### src/rtl/user_io_mc_if.sv
// Event stream from the IO-controller SPI slave to the core.
// master: drives VALID/TYPE/DATA/OVERFLOW; slave: drives READY.
interface user_io_mc_if;
  logic       EVT_VALID;
  logic       EVT_READY;
  logic [2:0] EVT_TYPE;
  logic [7:0] EVT_DATA;
  logic       EVT_OVERFLOW;

  modport master (
    output EVT_VALID, EVT_TYPE, EVT_DATA, EVT_OVERFLOW,
    input  EVT_READY
  );
  modport slave (
    input  EVT_VALID, EVT_TYPE, EVT_DATA, EVT_OVERFLOW,
    output EVT_READY
  );
endinterface

### src/rtl/user_io_mc.sv
// Second-generation IO-controller SPI slave, core clock domain.
// Ports: clk/rst_n; SPI_CLK/SPI_SS_IO/SPI_MOSI in, SPI_MISO out;
// CORE_TYPE id; JOY, BUTTONS, SWITCHES, CONF, MOUSE_BUTTONS, STATUS;
// evt: keyboard/mouse event FIFO (valid/ready + sticky overflow).
// Optional: `define USER_IO_STATUS_EN enables cmd 0x1E -> STATUS.
module user_io_mc #(
  parameter int NUM_JOY    = 2,
  parameter int JOY_W      = 8,
  parameter int FIFO_DEPTH = 8
) (
  input  logic                     clk,
  input  logic                     rst_n,
  input  logic                     SPI_CLK,
  input  logic                     SPI_SS_IO,
  input  logic                     SPI_MOSI,
  output logic                     SPI_MISO,
  input  logic [7:0]               CORE_TYPE,
  output logic [NUM_JOY*JOY_W-1:0] JOY,
  output logic [1:0]               BUTTONS,
  output logic [1:0]               SWITCHES,
  output logic [3:0]               CONF,
  output logic [2:0]               MOUSE_BUTTONS,
  output logic [31:0]              STATUS,
  user_io_mc_if.master             evt
);
  localparam int AW = $clog2(FIFO_DEPTH);
  localparam int LW = AW + 1;
  localparam int JB = JOY_W / 8;

  logic [2:0] sclk_s, ss_s;
  logic [1:0] mosi_s;
  logic       armed;
  logic [2:0] bit_cnt;
  logic [3:0] byte_cnt;
  logic [6:0] sr;
  logic [7:0] cmd, stat_cap, but_sw, byte_v, tx_byte;
  logic [JOY_W-1:0] joy_stg;
  logic       joy_wq;
  logic       act, rise, fall, ss_fall, done, pay;
  logic       push, mb_wr, clr_ovf, bs_wr;
  logic       joy_hit, joy_sh, joy_wr;
  logic [2:0] joy_n, push_t;
  logic [7:0] mem_d [FIFO_DEPTH];
  logic [2:0] mem_t [FIFO_DEPTH];
  logic [AW-1:0] wp, rp;
  logic [LW-1:0] level;
  logic       ovf, full, pop, push_ok;

  // armed: SS must be seen high after reset before a transfer counts
  assign act     = armed & ~ss_s[1];
  assign rise    = act & sclk_s[1] & ~sclk_s[2];
  assign fall    = act & ~sclk_s[1] & sclk_s[2];
  assign ss_fall = armed & ~ss_s[1] & ss_s[2];
  assign byte_v  = {sr, mosi_s[1]};
  assign done    = rise & (bit_cnt == 3'd7);
  assign pay     = done & (byte_cnt != 4'd0);

  assign full    = level == LW'(FIFO_DEPTH);
  assign pop     = (level != '0) & evt.EVT_READY;
  assign push_ok = push & (~full | pop);

  assign evt.EVT_VALID    = level != '0;
  assign evt.EVT_TYPE     = mem_t[rp];
  assign evt.EVT_DATA     = mem_d[rp];
  assign evt.EVT_OVERFLOW = ovf;

  assign BUTTONS  = but_sw[1:0];
  assign SWITCHES = but_sw[3:2];
  assign CONF     = but_sw[7:4];

  always_comb begin
    tx_byte = 8'h00;
    if (byte_cnt == 4'd0)
      tx_byte = CORE_TYPE;
    else if (byte_cnt == 4'd1 && cmd == 8'h07)
      tx_byte = stat_cap;
  end

  always_comb begin
    joy_hit = 1'b0;
    joy_n   = 3'd0;
    if (cmd == 8'h02) begin
      joy_hit = 1'b1;
    end else if (cmd == 8'h03 && NUM_JOY > 1) begin
      joy_hit = 1'b1;
      joy_n   = 3'd1;
    end else if (cmd[7:4] == 4'h1 &&
                 int'(cmd[3:0]) < NUM_JOY) begin
      joy_hit = 1'b1;
      joy_n   = cmd[2:0];
    end
  end

`ifdef USER_IO_STATUS_EN
  logic [31:0] st_stg;
  logic        st_sh, st_wr, st_wq;
`endif

  always_comb begin
    push    = 1'b0;
    push_t  = 3'd0;
    mb_wr   = 1'b0;
    clr_ovf = 1'b0;
    bs_wr   = 1'b0;
    joy_sh  = 1'b0;
    joy_wr  = 1'b0;
`ifdef USER_IO_STATUS_EN
    st_sh   = 1'b0;
    st_wr   = 1'b0;
`endif
    if (pay) begin
      unique case (1'b1)
        cmd == 8'h01: bs_wr = byte_cnt == 4'd1;
        cmd == 8'h04: begin
          push = (byte_cnt == 4'd1) |
                 (byte_cnt == 4'd2) |
                 (byte_cnt == 4'd4);
          push_t = (byte_cnt == 4'd2) ? 3'd1 :
                   (byte_cnt == 4'd4) ? 3'd4 : 3'd0;
          mb_wr = byte_cnt == 4'd3;
        end
        cmd == 8'h05: begin
          push   = byte_cnt == 4'd1;
          push_t = 3'd2;
        end
        cmd == 8'h06: begin
          push   = byte_cnt == 4'd1;
          push_t = 3'd3;
        end
        cmd == 8'h07: clr_ovf = byte_cnt == 4'd1;
        joy_hit: begin
          joy_sh = int'(byte_cnt) <= JB;
          joy_wr = int'(byte_cnt) == JB;
        end
`ifdef USER_IO_STATUS_EN
        cmd == 8'h1E: begin
          st_sh = byte_cnt <= 4'd4;
          st_wr = byte_cnt == 4'd4;
        end
`endif
        default: ;
      endcase
    end
  end

  always_ff @(posedge clk or negedge rst_n) begin
    if (!rst_n) begin
      sclk_s   <= '0;
      ss_s     <= '0;
      mosi_s   <= '0;
      armed    <= 1'b0;
      bit_cnt  <= '0;
      byte_cnt <= '0;
      sr       <= '0;
      cmd      <= '0;
      stat_cap <= '0;
      but_sw   <= '0;
      MOUSE_BUTTONS <= '0;
      joy_stg  <= '0;
      joy_wq   <= 1'b0;
      JOY      <= '0;
      SPI_MISO <= 1'b0;
    end else begin
      sclk_s <= {sclk_s[1:0], SPI_CLK};
      ss_s   <= {ss_s[1:0], SPI_SS_IO};
      mosi_s <= {mosi_s[0], SPI_MOSI};
      if (ss_s[1]) armed <= 1'b1;
      if (!act) begin
        bit_cnt  <= '0;
        byte_cnt <= '0;
        sr       <= '0;
      end else if (rise) begin
        bit_cnt <= bit_cnt + 3'd1;
        sr      <= byte_v[6:0];
        if (done && byte_cnt != 4'hF)
          byte_cnt <= byte_cnt + 4'd1;
        if (done && byte_cnt == 4'd0) begin
          cmd      <= byte_v;
          stat_cap <= {ovf, full, 6'(level)};
        end
      end
      if (!act)
        SPI_MISO <= 1'b0;
      else if (ss_fall)
        SPI_MISO <= CORE_TYPE[7];
      else if (fall)
        SPI_MISO <= tx_byte[~bit_cnt];
      if (bs_wr) but_sw <= byte_v;
      if (mb_wr) MOUSE_BUTTONS <= byte_v[2:0];
      // bytes land at their final position; slice copies next clk
      if (joy_sh)
        joy_stg[(JB - int'(byte_cnt)) * 8 +: 8] <= byte_v;
      joy_wq <= joy_wr;
      for (int i = 0; i < NUM_JOY; i++)
        if (joy_wq && int'(joy_n) == i)
          JOY[i*JOY_W +: JOY_W] <= joy_stg;
    end
  end

`ifdef USER_IO_STATUS_EN
  always_ff @(posedge clk or negedge rst_n) begin
    if (!rst_n) begin
      st_stg <= '0;
      st_wq  <= 1'b0;
      STATUS <= '0;
    end else begin
      if (st_sh)
        st_stg[(4 - int'(byte_cnt)) * 8 +: 8] <= byte_v;
      st_wq <= st_wr;
      if (st_wq) STATUS <= st_stg;
    end
  end
`else
  assign STATUS = '0;
`endif

  always_ff @(posedge clk or negedge rst_n) begin
    if (!rst_n) begin
      wp    <= '0;
      rp    <= '0;
      level <= '0;
      ovf   <= 1'b0;
      for (int i = 0; i < FIFO_DEPTH; i++) begin
        mem_d[i] <= '0;
        mem_t[i] <= '0;
      end
    end else begin
      if (push_ok) begin
        mem_d[wp] <= byte_v;
        mem_t[wp] <= push_t;
        wp <= wp + AW'(1);
      end
      if (pop) rp <= rp + AW'(1);
      level <= level + LW'(push_ok) - LW'(pop);
      // a new drop wins over a same-cycle status-read clear
      ovf <= (ovf & ~clr_ovf) | (push & full & ~pop);
    end
  end
endmodule

### src/flat_wrapper.sv
// flat-port wrapper written by rule: the top's interface ports become plain ports
module user_io_mc_flat 
#(
  parameter int NUM_JOY    = 2,
  parameter int JOY_W      = 8,
  parameter int FIFO_DEPTH = 8
)
  (clk, rst_n, SPI_CLK, SPI_SS_IO, SPI_MOSI, SPI_MISO, CORE_TYPE, JOY, BUTTONS, SWITCHES, CONF, MOUSE_BUTTONS, STATUS, evt_EVT_VALID, evt_EVT_TYPE, evt_EVT_DATA, evt_EVT_OVERFLOW, evt_EVT_READY);
  user_io_mc_if evt_i ();
  input  logic clk;
  input  logic rst_n;
  input  logic SPI_CLK;
  input  logic SPI_SS_IO;
  input  logic SPI_MOSI;
  output logic SPI_MISO;
  input  logic [7:0] CORE_TYPE;
  output logic [NUM_JOY*JOY_W-1:0] JOY;
  output logic [1:0] BUTTONS;
  output logic [1:0] SWITCHES;
  output logic [3:0] CONF;
  output logic [2:0] MOUSE_BUTTONS;
  output logic [31:0] STATUS;
  output wire logic [$bits(evt_i.EVT_VALID)-1:0] evt_EVT_VALID;
  output wire logic [$bits(evt_i.EVT_TYPE)-1:0] evt_EVT_TYPE;
  output wire logic [$bits(evt_i.EVT_DATA)-1:0] evt_EVT_DATA;
  output wire logic [$bits(evt_i.EVT_OVERFLOW)-1:0] evt_EVT_OVERFLOW;
  input wire logic [$bits(evt_i.EVT_READY)-1:0] evt_EVT_READY;
  assign evt_EVT_VALID = evt_i.EVT_VALID;
  assign evt_EVT_TYPE = evt_i.EVT_TYPE;
  assign evt_EVT_DATA = evt_i.EVT_DATA;
  assign evt_EVT_OVERFLOW = evt_i.EVT_OVERFLOW;
  assign evt_i.EVT_READY = evt_EVT_READY;
  user_io_mc #(.NUM_JOY(NUM_JOY), .JOY_W(JOY_W), .FIFO_DEPTH(FIFO_DEPTH)) u_core (.clk(clk), .rst_n(rst_n), .SPI_CLK(SPI_CLK), .SPI_SS_IO(SPI_SS_IO), .SPI_MOSI(SPI_MOSI), .SPI_MISO(SPI_MISO), .CORE_TYPE(CORE_TYPE), .JOY(JOY), .BUTTONS(BUTTONS), .SWITCHES(SWITCHES), .CONF(CONF), .MOUSE_BUTTONS(MOUSE_BUTTONS), .STATUS(STATUS), .evt(evt_i));
endmodule
### config.mk
export PLATFORM = sky130hd
export DESIGN_NAME = user_io_mc_flat
export DESIGN_NICKNAME = d
export VERILOG_FILES = /design/src/rtl/user_io_mc_if.sv /design/src/rtl/user_io_mc.sv /design/src/flat_wrapper.sv
export SDC_FILE = /design/constraint.sdc
export NUM_CORES = 1
export LEC_CHECK = 0
export BUFFER_PORTS_ARGS = -buffer_cell sky130_fd_sc_hd__buf_2
export CAP_MARGIN = 0
export CORE_AREA = 4 4 150 152
export DETAILED_ROUTE_END_ITERATION = 8
export DIE_AREA = 0 0 154 156
export HOLD_SLACK_MARGIN = 0.06
export SLEW_MARGIN = 15
export SYNTH_ARGS = -nofsm -noshare
export SYNTH_HDL_FRONTEND = slang
export SYNTH_SLANG_ARGS = --single-unit
export TNS_END_PERCENT = 5
### constraint.sdc
create_clock -name clk -period 3.6 [get_ports clk]
set_input_delay 0.18 -clock clk [delete_from_list [all_inputs] [get_ports clk]]
set_output_delay 0.18 -clock clk [all_outputs]
set_load 0.01 [all_outputs]
# Word-level counts from Yosys, hierarchy flattened

Cells that the tools add are included.

Flip-flop bits (word level): 173
Output and inout port bits: 73

$add $sub $neg: 8
Order comparisons: 6
Equal/unequal tests: 20
Shift-type cells: 2
Multiplexer cells: 49
Bitwise gates (word level): 26
Reduce and logical (&&, ||, !) cells: 14

Operator list:

| operator                                                                | number |
|---|---|
| 64-bit bitwise mux                                                      | 1 |
| 8-bit 2-to-1 mux                                                        | 5 |
| 3-bit 2-to-1 mux                                                        | 11 |
| 32-bit negator with 33-bit output                                       | 1 |
| 8-bit by 33-bit variable shift with 8-bit output (first input constant) | 1 |
| 8-bit by 33-bit indexed part select with 8-bit output                   | 1 |
| 8-bit by 3-bit equality test with 1-bit output (second input constant)  | 4 |
| 8-bit binary-select mux with 3-bit select                               | 1 |
| 24-bit bitwise mux                                                      | 1 |
| 8-bit demux with 3-bit select                                           | 1 |
| 1-bit 2-to-1 mux                                                        | 18 |
| 8-bit by 2-bit equality test with 1-bit output (second input constant)  | 2 |
| 7-bit 2-to-1 mux                                                        | 2 |
| 1-bit bitwise AND                                                       | 13 |
| 4-bit by 2-bit equality test with 1-bit output (second input constant)  | 3 |
| 4-bit 2-to-1 mux                                                        | 3 |
| 3-bit by 1-bit adder with 3-bit output (second input constant)          | 3 |
| 3-bit binary-select mux with 3-bit select                               | 1 |
| 3-bit demux with 3-bit select                                           | 1 |
| 3-bit one-hot mux with 3 select lines                                   | 1 |
| 8-bit bitwise mux                                                       | 1 |
| 4-bit by 1-bit equality test with 1-bit output (second input constant)  | 2 |
| 8-bit by 1-bit equality test with 1-bit output (second input constant)  | 1 |
| 4-bit >= comparator (second input constant)                             | 2 |
| other kinds (28)                                                        | 45 |

# Depth between registers and ports, before layout

Gate-level depths: netlist of the first run.

Depth after elaboration: 10
Depth in mapped cells: 11
Gate-level depth less buffers: 11

# Worst setup path before layout of the first run

Ideal clock, no wire load.

Path kind: register to register
Start: register u_core.byte_cnt[2]
End: register u_core.joy_stg[0]
Library setup time: 0.139 ns
Arrival time: 2.753 ns
Data required time: 3.461 ns
Setup slack: 0.708 ns
Cell stages (with the launch flop): 11
Cells stage by stage: dfrtp_1 > inv_1 > ha_1 > ha_1 > nor2_1 > nand2_1 > ha_1 > or4_1 > nor4_1 > nand3_1 > mux2i_1

Word-level cells in the longest chain between the ends: 4

Ends and longest elaborated chain:

| what                                                                                                                             | line              | RTL |
|---|---|---|
| start: declaration                                                                                                               | user_io_mc.sv:34  | `logic [3:0] byte_cnt;` |
| start signal: assignment                                                                                                         | user_io_mc.sv:176 | `byte_cnt <= byte_cnt + 4'd1;` |
| 1-bit by 4-bit subtractor with 5-bit output                                                                                      | user_io_mc.sv:192 | `joy_stg[(JB - int'(byte_cnt)) * 8 +: 8] <= byte_v;` |
| 32-bit negator with 33-bit output                                                                                                | user_io_mc.sv:192 |  |
| 8-bit by 33-bit indexed part select with 8-bit output / 8-bit by 33-bit variable shift with 8-bit output (equally long branches) | user_io_mc.sv:192 |  |
| 8-bit bitwise mux                                                                                                                | user_io_mc.sv:192 |  |
| end signal: indexed assignment                                                                                                   | user_io_mc.sv:192 |  |
| end: declaration                                                                                                                 | user_io_mc.sv:37  | `logic [JOY_W-1:0] joy_stg;` |

Several ways; a longest one is shown, not always the timed one.
A chain may end at the register's enable or synchronous reset.

# Worst setup path in the final report of the first run

Start: register u_core.byte_cnt[0]
End: register u_core.mem_t[17] (netlist bit)

Word-level cells in the longest chain between the ends: 6

Ends and longest elaborated chain:

| what                                                                                                  | line                                 | RTL |
|---|---|---|
| 4-bit by 3-bit equality test with 1-bit output, or another cell as far along                          | user_io_mc.sv:117, user_io_mc.sv:119 |  |
| 3-bit 2-to-1 mux / 1-bit bitwise OR (equally long branches)                                           | user_io_mc.sv:119, user_io_mc.sv:115 |  |
| 3-bit 2-to-1 mux / 1-bit bitwise OR (equally long branches)                                           | user_io_mc.sv:118, user_io_mc.sv:116 |  |
| 3-bit one-hot mux with 3 select lines / 1-bit one-hot mux with 2 select lines (equally long branches) | user_io_mc.sv:112                    | `unique case (1'b1)` |
| 3-bit 2-to-1 mux / 1-bit 2-to-1 mux (equally long branches)                                           | user_io_mc.sv:111                    | `if (pay) begin` |
| 24-bit bitwise mux / 1-bit bitwise AND (equally long branches)                                        | user_io_mc.sv:230, user_io_mc.sv:60  |  |
| end signal: indexed assignment                                                                        | user_io_mc.sv:230                    | `mem_t[wp] <= push_t;` |
| end: declaration                                                                                      | user_io_mc.sv:44                     | `logic [2:0] mem_t [FIFO_DEPTH];` |

Several ways; a longest one is shown, not always the timed one.

==> summary.md, run 1 <==
| Metric | Value |
|---|---|
| Number of synthesized flops with an enable pin | `0` |
| Yosys warns | `0` |
| Ratio of cells with drive above 1 in the final layout | `0.3594` |
| Post-Route WL | `16810 um` |
| Clk Latency, worst-skew pair | `0.43 ns` |
| Initial antenna violation count | `0` |
| Initial DRC Count | `248` |
| Initial Util | `0.4000` |
| Type of origin of the critical path | `flip-flop` |
| Most frequent cells in the layout | `dfrtp_1 (173), mux2_2 (80), nand2_1 (54)` |
| Seq/Total Area, Yosys | `0.5149` |
| Final GP Congestion | `0.7924` |
| Final setup fails | `0` |
| CTS tree | `done` |
| H-tree levels | `4` |
| Required time worst endpoint | `3.91 ns` |
| CP Max Fanout | `11` |
| First-pass GRT wire length | `27840 um` |
| Worst Tran Pin Value | `0.9925 ns` |
| Leak | `4.725 nW` |
| Fin cells | `965` |
| Clock Path Buffers | `2` |
| MaxCap Viol Count | `0` |
| Slew Limit Headroom | `0.3332` |
| Chip height | `156 um` |
| HP Class | `in2reg` |
| Cells along the critical path | `inv_1 -> ha_1 -> nor3b_2 -> nand4b_1 -> nor4b_4 -> and4bb_2 -> mux2_2` |
| Layout Utilization | `0.4505` |
| Worst VDD drop | `0.3158 mV` |
| Hold WS | `0.1017 ns` |
| Post-DP HPWL | `11390 um` |
| Clock Sinks | `173` |
| Num rows | `53` |
| Worst path arrival time | `3.43 ns` |
| ANT nets after route | `0` |
| Die Width | `154 um` |
| Buffers added on ports | `54` |
| Status | `complete, no violations` |
| Final TNS setup | `0 ns` |
| Slew Viols, Final | `0` |
| Minimum clock period | `3.120 ns` |
| Post-synth top area cell | `dfrtp_1` |
| First-pass iteration count of the detailed router | `4` |
| Total setup buffers inserted after CTS | `0` |
| Pwr Total | `4.487 mW` |
| Vias per std cell | `5.080` |
| Placed Area | `0.008818 sq mm` |
| Yosys cell types | `51` |
| Vias | `4902` |
| Fin crit share | `0.8667` |
| Tot GR Track Use | `0.1460` |
| Seq cells post-synth | `173` |
| Place WS | `0.4640 ns` |
| Grt total ovfl | `0` |
| Vias in the first global route | `5217` |
| Crit Path Category | `reg2reg` |
| Setup crit end kind | `flip-flop` |
| Core footprint | `0.02102 sq mm` |
| Die area | `0.02402 sq mm` |
| TritonCTS buffer count | `17` |
| Fin area | `0.009470 sq mm` |
| Synth Area per Inst | `13.50 sq um` |
| Unrepaired setup endpoints after global routing | `no` |
| Clock skew | `0.006975 ns` |
| Post-Place Cells | `928` |
| Largest net degree at the start of global routing | `104` |
| Yosys top cell area share | `0.5149` |
| Final Hold Fails | `0` |
| IO Pins | `87` |
| Top_reg_cell synth | `dfrtp_1` |
| Cells after synthesis | `623` |
| Mapped Area | `0.008408 sq mm` |
| Final worst slack | `0.4800 ns` |
| Root Driver | `clkbuf_16` |
| Number of remaining DRC errors | `0` |
| Fmax | `0.3205 GHz` |
| Nets | `715` |
| P&R area growth vs syn | `12.63%` |
| Drt wl/cell | `17.42 um` |
| N_diodes | `0` |
| P per Cell Area | `473.8 mW/mm^2` |
| Clock-pin slew on the worst setup and hold paths | `0.06 ns` |
| Commonest non-fill, non-tap cell in the layout | `dfrtp_1` |
| CP max stage cell | `and4bb_2` |
| Top cells by area, synth | `dfrtp_1 (51%), mux2_2 (11%), mux4_2 (6.7%)` |
| Crit-path max cell delay | `0.59 ns` |
| Async SR Flop Fraction | `1.000` |
[metal layers]
layer	global-route usage	routed length, um	vias to the layer above
met2	0.2282	8003	108
met3	0.03551	787	21
met4	0.04500	235	0
met5	0	0	-
li1	-	-	2242
met1	0.2030	7786	2531
[synthesized netlist by cell type, types with 3 or more instances]
cell type	count
a21oi_1	11
buf_2	7
buf_4	36
buf_6	5
clkbuf_1	18
dfrtp_1	173
ha_1	23
inv_1	22
mux2_1	21
mux2_2	80
mux2_4	30
mux2i_1	8
mux4_2	25
nand2_1	54
nand2b_1	6
nand3_1	12
nand4_1	5
nor2_1	11
nor2b_1	5
nor3_1	5
o21ai_0	17
xnor2_1	10
xor2_1	3
[power breakdown]
| group | leakage [nW] | internal, mW | total [mW] | switching [mW] |
|---|---|---|---|---|
| registers | 2.37 | 2.00 | 2.07 | 0.0790 |
| clock network | 0.293 | 1.07 | 1.87 | 0.795 |
| logic | 2.07 | 0.241 | 0.544 | 0.303 |
[kinds of logic (layout without fill, tap and decap cells)]
group,Yosys count,count (layout),share of synthesized area
flops,173,173,0.5149
buf+inv,90,126,0.06176
fa+ha+maj,24,24,0.03661
compound gates,35,35,0.02366
simple gates,123,123,0.08378
mux,164,164,0.2653
xor+xnor,13,13,0.01354
other cells,1,32,0.0004460
[registers in the layout, summed over array words and instances (netlist names), 2 cells and up]
| name | cells |
|---|---|
| u_core.mem_d | 64 |
| u_core.but_sw | 8 |
| u_core.sclk_s | 3 |
| u_core.rp | 3 |
| u_core.bit_cnt | 3 |
| u_core.joy_stg | 8 |
| u_core.sr | 7 |
| u_core.cmd | 8 |
| u_core.mem_t | 24 |
| u_core.mosi_s | 2 |
| u_core.JOY | 16 |
| u_core.wp | 3 |
| u_core.byte_cnt | 4 |
| u_core.ss_s | 3 |
| u_core.stat_cap | 6 |
| u_core.MOUSE_BUTTONS | 3 |
| u_core.level | 4 |
[final cells by class]
type | count | area (sq um)
clock inverter | 13 | 148.9
sequential | 173 | 4329
multi-input combinational | 391 | 3676
fill | 1873 | 11550
timing repair buffer | 72 | 436.7
clock buffer | 19 | 452.9
inverter | 22 | 82.58
tap | 275 | 344.1
[critical path, delay by kind of cell, from the launching register on]
family / cells / cell delay, ns
and+or+nand+nor: 4 / 1.70
muxes: 1 / 0.39
adders and majority gates: 1 / 0.25
buffers and inverters: 1 / 0.11
DFF: 1 / 0.54
[path summary, 6_finish.rpt]
kind | from | end | slack, ns | depth (start not counted)
min | CORE_TYPE[7] | u_core.SPI_MISO | 0.10 | 3
min reg2reg | u_core.ss_s[0] | u_core.ss_s[1] | 0.35 | 0
max in group asynchronous | rst_n | u_core.rp[1] | 2.29 | 3
min in group asynchronous | rst_n | u_core.mem_d[56] | 0.42 | 2
max | u_core.byte_cnt[0] | u_core.mem_t[17] | 0.48 | 7
max reg2reg | u_core.byte_cnt[0] | u_core.mem_t[17] | 0.48 | 7
[what timing repair did]
| action | in CTS | in global routing |
|---|---|---|
| hold endpoints to repair | 105 | 0 |
| gates resized for setup | 0 | 0 |
| hold buffers | 5 | 0 |
(Power assumes the default switching activity.)
==> inputs of run 2 (changes only) <==
clock period = 3.8 ns   (was 3.6 ns; I/O delays follow)
==> summary.md, run 2 (synthesis gave the netlist of run 1 again) <==
| Metric | Value |
|---|---|
| Status | `complete, no violations (unchanged)` |
| CP Depth | `10 (was 7)` |
| Final Hold Fails | `0 (unchanged)` |
| Post-Route WL | `16910 um (was 16810 um)` |
| Worst Tran Pin Value | `0.9507 ns (was 0.9925 ns)` |
| Vias | `4894 (was 4902)` |
| TritonCTS buffer count | `17 (unchanged)` |
| Clock Path Buffers | `2 (unchanged)` |
| Num rows | `53 (unchanged)` |
| Drt wl/cell | `17.60 um (was 17.42 um)` |
| Top Registers | `u_core.mem_d (64), u_core.mem_t (24), u_core.JOY (16) (unchanged)` |
| Final setup fails | `0 (unchanged)` |
| Layout Utilization | `0.4494 (was 0.4505)` |
| P&R area growth vs syn | `12.35% (was 12.63%)` |
| Hold WS | `0.08726 ns (was 0.1017 ns)` |
| Most frequent CP cell | `ha_1` |
| Max FFs per register | `64 (unchanged)` |
| Largest register by flop count | `u_core.mem_d (unchanged)` |
| N_diodes | `0 (unchanged)` |
| Reg2Reg Depth | `10 (was 7)` |
| Core footprint | `0.02102 sq mm (unchanged)` |
| Slew Viols, Final | `0 (unchanged)` |
| # hold bufs at CTS | `4 (was 5)` |
| Final TNS setup | `0 ns (unchanged)` |
| Largest net degree at the start of global routing | `101 (was 104)` |
| CP max stage cell | `or4_1 (was and4bb_2)` |
| Type of origin of the critical path | `flip-flop (unchanged)` |
| HP Class | `in2reg (unchanged)` |
| Clock skew | `0.009689 ns (was 0.006975 ns)` |
| Final GP Congestion | `0.8068 (was 0.7924)` |
| Die Width | `154 um (unchanged)` |
| Number of remaining DRC errors | `0 (unchanged)` |
| Cells on Worst Hold Path | `3 (unchanged)` |
| Crit-path max cell delay | `0.52 ns (was 0.59 ns)` |
| Leak | `4.708 nW (was 4.725 nW)` |
| Nets | `712 (was 715)` |
| Delay-heaviest family, CP | `simple AND/OR/NAND/NOR gates (unchanged)` |
| Root Driver | `clkbuf_16 (unchanged)` |
| Tot GR Track Use | `0.1485 (was 0.1460)` |
| First-pass GRT wire length | `28370 um (was 27840 um)` |
| CTS tree | `done (unchanged)` |
| Initial antenna violation count | `0 (unchanged)` |
| Fin area | `0.009447 sq mm (was 0.009470 sq mm)` |
| Post-DP HPWL | `11440 um (was 11390 um)` |
| Die area | `0.02402 sq mm (unchanged)` |
| Buffers added on ports | `54 (unchanged)` |
| Clock Sinks | `173 (unchanged)` |
| Worst VDD drop | `0.2859 mV (was 0.3158 mV)` |
| IO Pins | `87 (unchanged)` |
| Initial Util | `0.4000 (unchanged)` |
| Worst path arrival time | `3.64 ns (was 3.43 ns)` |
| Vias in the first global route | `5267 (was 5217)` |
| Initial DRC Count | `216 (was 248)` |
| Cells along the critical path | `inv_1 -> ha_1 -> ha_1 -> nor2_1 -> nand2_1 -> ha_1 -> or4_1 -> nor4_1 -> nand3_1 -> mux2i_1 (was inv_1 -> ha_1 -> nor3b_2 -> nand4b_1 -> nor4b_4 -> and4bb_2 -> mux2_2)` |
| Unrepaired setup endpoints after global routing | `no (unchanged)` |
| Vias per std cell | `5.093 (was 5.080)` |
| Most frequent cells in the layout | `dfrtp_1 (172), mux2_2 (80), nand2_1 (54) (was dfrtp_1 (173), mux2_2 (80), nand2_1 (54))` |
| Crit Path Category | `reg2reg (unchanged)` |
| MaxCap Viol Count | `0 (unchanged)` |
| Ratio of cells with drive above 1 in the final layout | `0.3571 (was 0.3594)` |
| CP Max Fanout | `8 (was 11)` |
| Total setup buffers inserted after CTS | `0 (unchanged)` |
| Clk Latency, worst-skew pair | `0.42 ns (was 0.43 ns)` |
| Grt total ovfl | `0 (unchanged)` |
| First-pass iteration count of the detailed router | `4 (unchanged)` |
| Fin crit share | `0.8695 (was 0.8667)` |
| ANT nets after route | `0 (unchanged)` |
| Chip height | `156 um (unchanged)` |
| H-tree levels | `4 (unchanged)` |
| Setup crit end kind | `flip-flop (unchanged)` |
| Fmax | `0.3027 GHz (was 0.3205 GHz)` |
| P per Cell Area | `450.0 mW/mm^2 (was 473.8 mW/mm^2)` |
| Post-CTS Resized | `0 (unchanged)` |
| Minimum clock period | `3.304 ns (was 3.120 ns)` |
| Slew Limit Headroom | `0.3662 (was 0.3332)` |
| Commonest non-fill, non-tap cell in the layout | `dfrtp_1 (unchanged)` |
| Worst path bufs/invs | `1 (unchanged)` |
| Placed Area | `0.008803 sq mm (was 0.008818 sq mm)` |
| Clock-pin slew on the worst setup and hold paths | `0.06 ns (about the same)` |
| Required time worst endpoint | `4.13 ns (was 3.91 ns)` |
==> run 2: power by group <==
part           total [mW]  leakage [nW]  internal (mW)  switching [mW]
Sequential           2.02          2.36           1.89           0.129
Clock                1.78         0.291           1.06           0.725
Combinational       0.452          2.05          0.221           0.231
Total                4.25          4.71           3.17            1.08
==> run 2: per-stage QoR <==
step | setup WS [ns] | power [mW] | instances
3_5_place_dp | 0.5739 | 2.523 | 926
6_report | 0.4959 | 4.251 | 961
5_1_grt | 0.2525 | 4.455 | 961
4_1_cts | 0.5335 | 4.320 | 961
3_3_place_gp | 0.7393 | 2.507 | 926
2_1_floorplan | 0.9078 | 2.386 | 654
==> run 2: worst paths after layout <==
kind	startpoint	to	slack (ns)
setup / recovery	u_core.byte_cnt[2]	u_core.joy_stg[5]	0.50
hold / removal	evt_EVT_READY	u_core.rp[2]	0.09
setup reg to reg	u_core.byte_cnt[2]	u_core.joy_stg[5]	0.50
hold reg to reg	u_core.ss_s[0]	u_core.ss_s[1]	0.35
max in group asynchronous	rst_n	u_core.but_sw[1]	2.41
min in group asynchronous	rst_n	u_core.mem_d[56]	0.41
==> run 2: routing by layer <==
metal | GRT usage | routed length [um]
met1 | 0.2018 | 7722
met2 | 0.2411 | 8206
met3 | 0.03051 | 819
met4 | 0.04710 | 165
met5 | 0 | 0
==> run 2: worst min-delay path: stages <==
cell     delay [ns]
buf_2          0.12
nand3_1        0.10
xnor2_1        0.06
==> run 2: layout make-up <==
| class | instances | area, sq um |
|---|---|---|
| clock buffers | 19 | 442.9 |
| clock inverters | 12 | 158.9 |
| fillers | 1872 | 11570 |
| inverters | 22 | 82.58 |
| multi-input cells | 391 | 3676 |
| flip-flops and latches | 173 | 4330 |
| well taps | 275 | 344.1 |
| repair buffers | 69 | 411.6 |
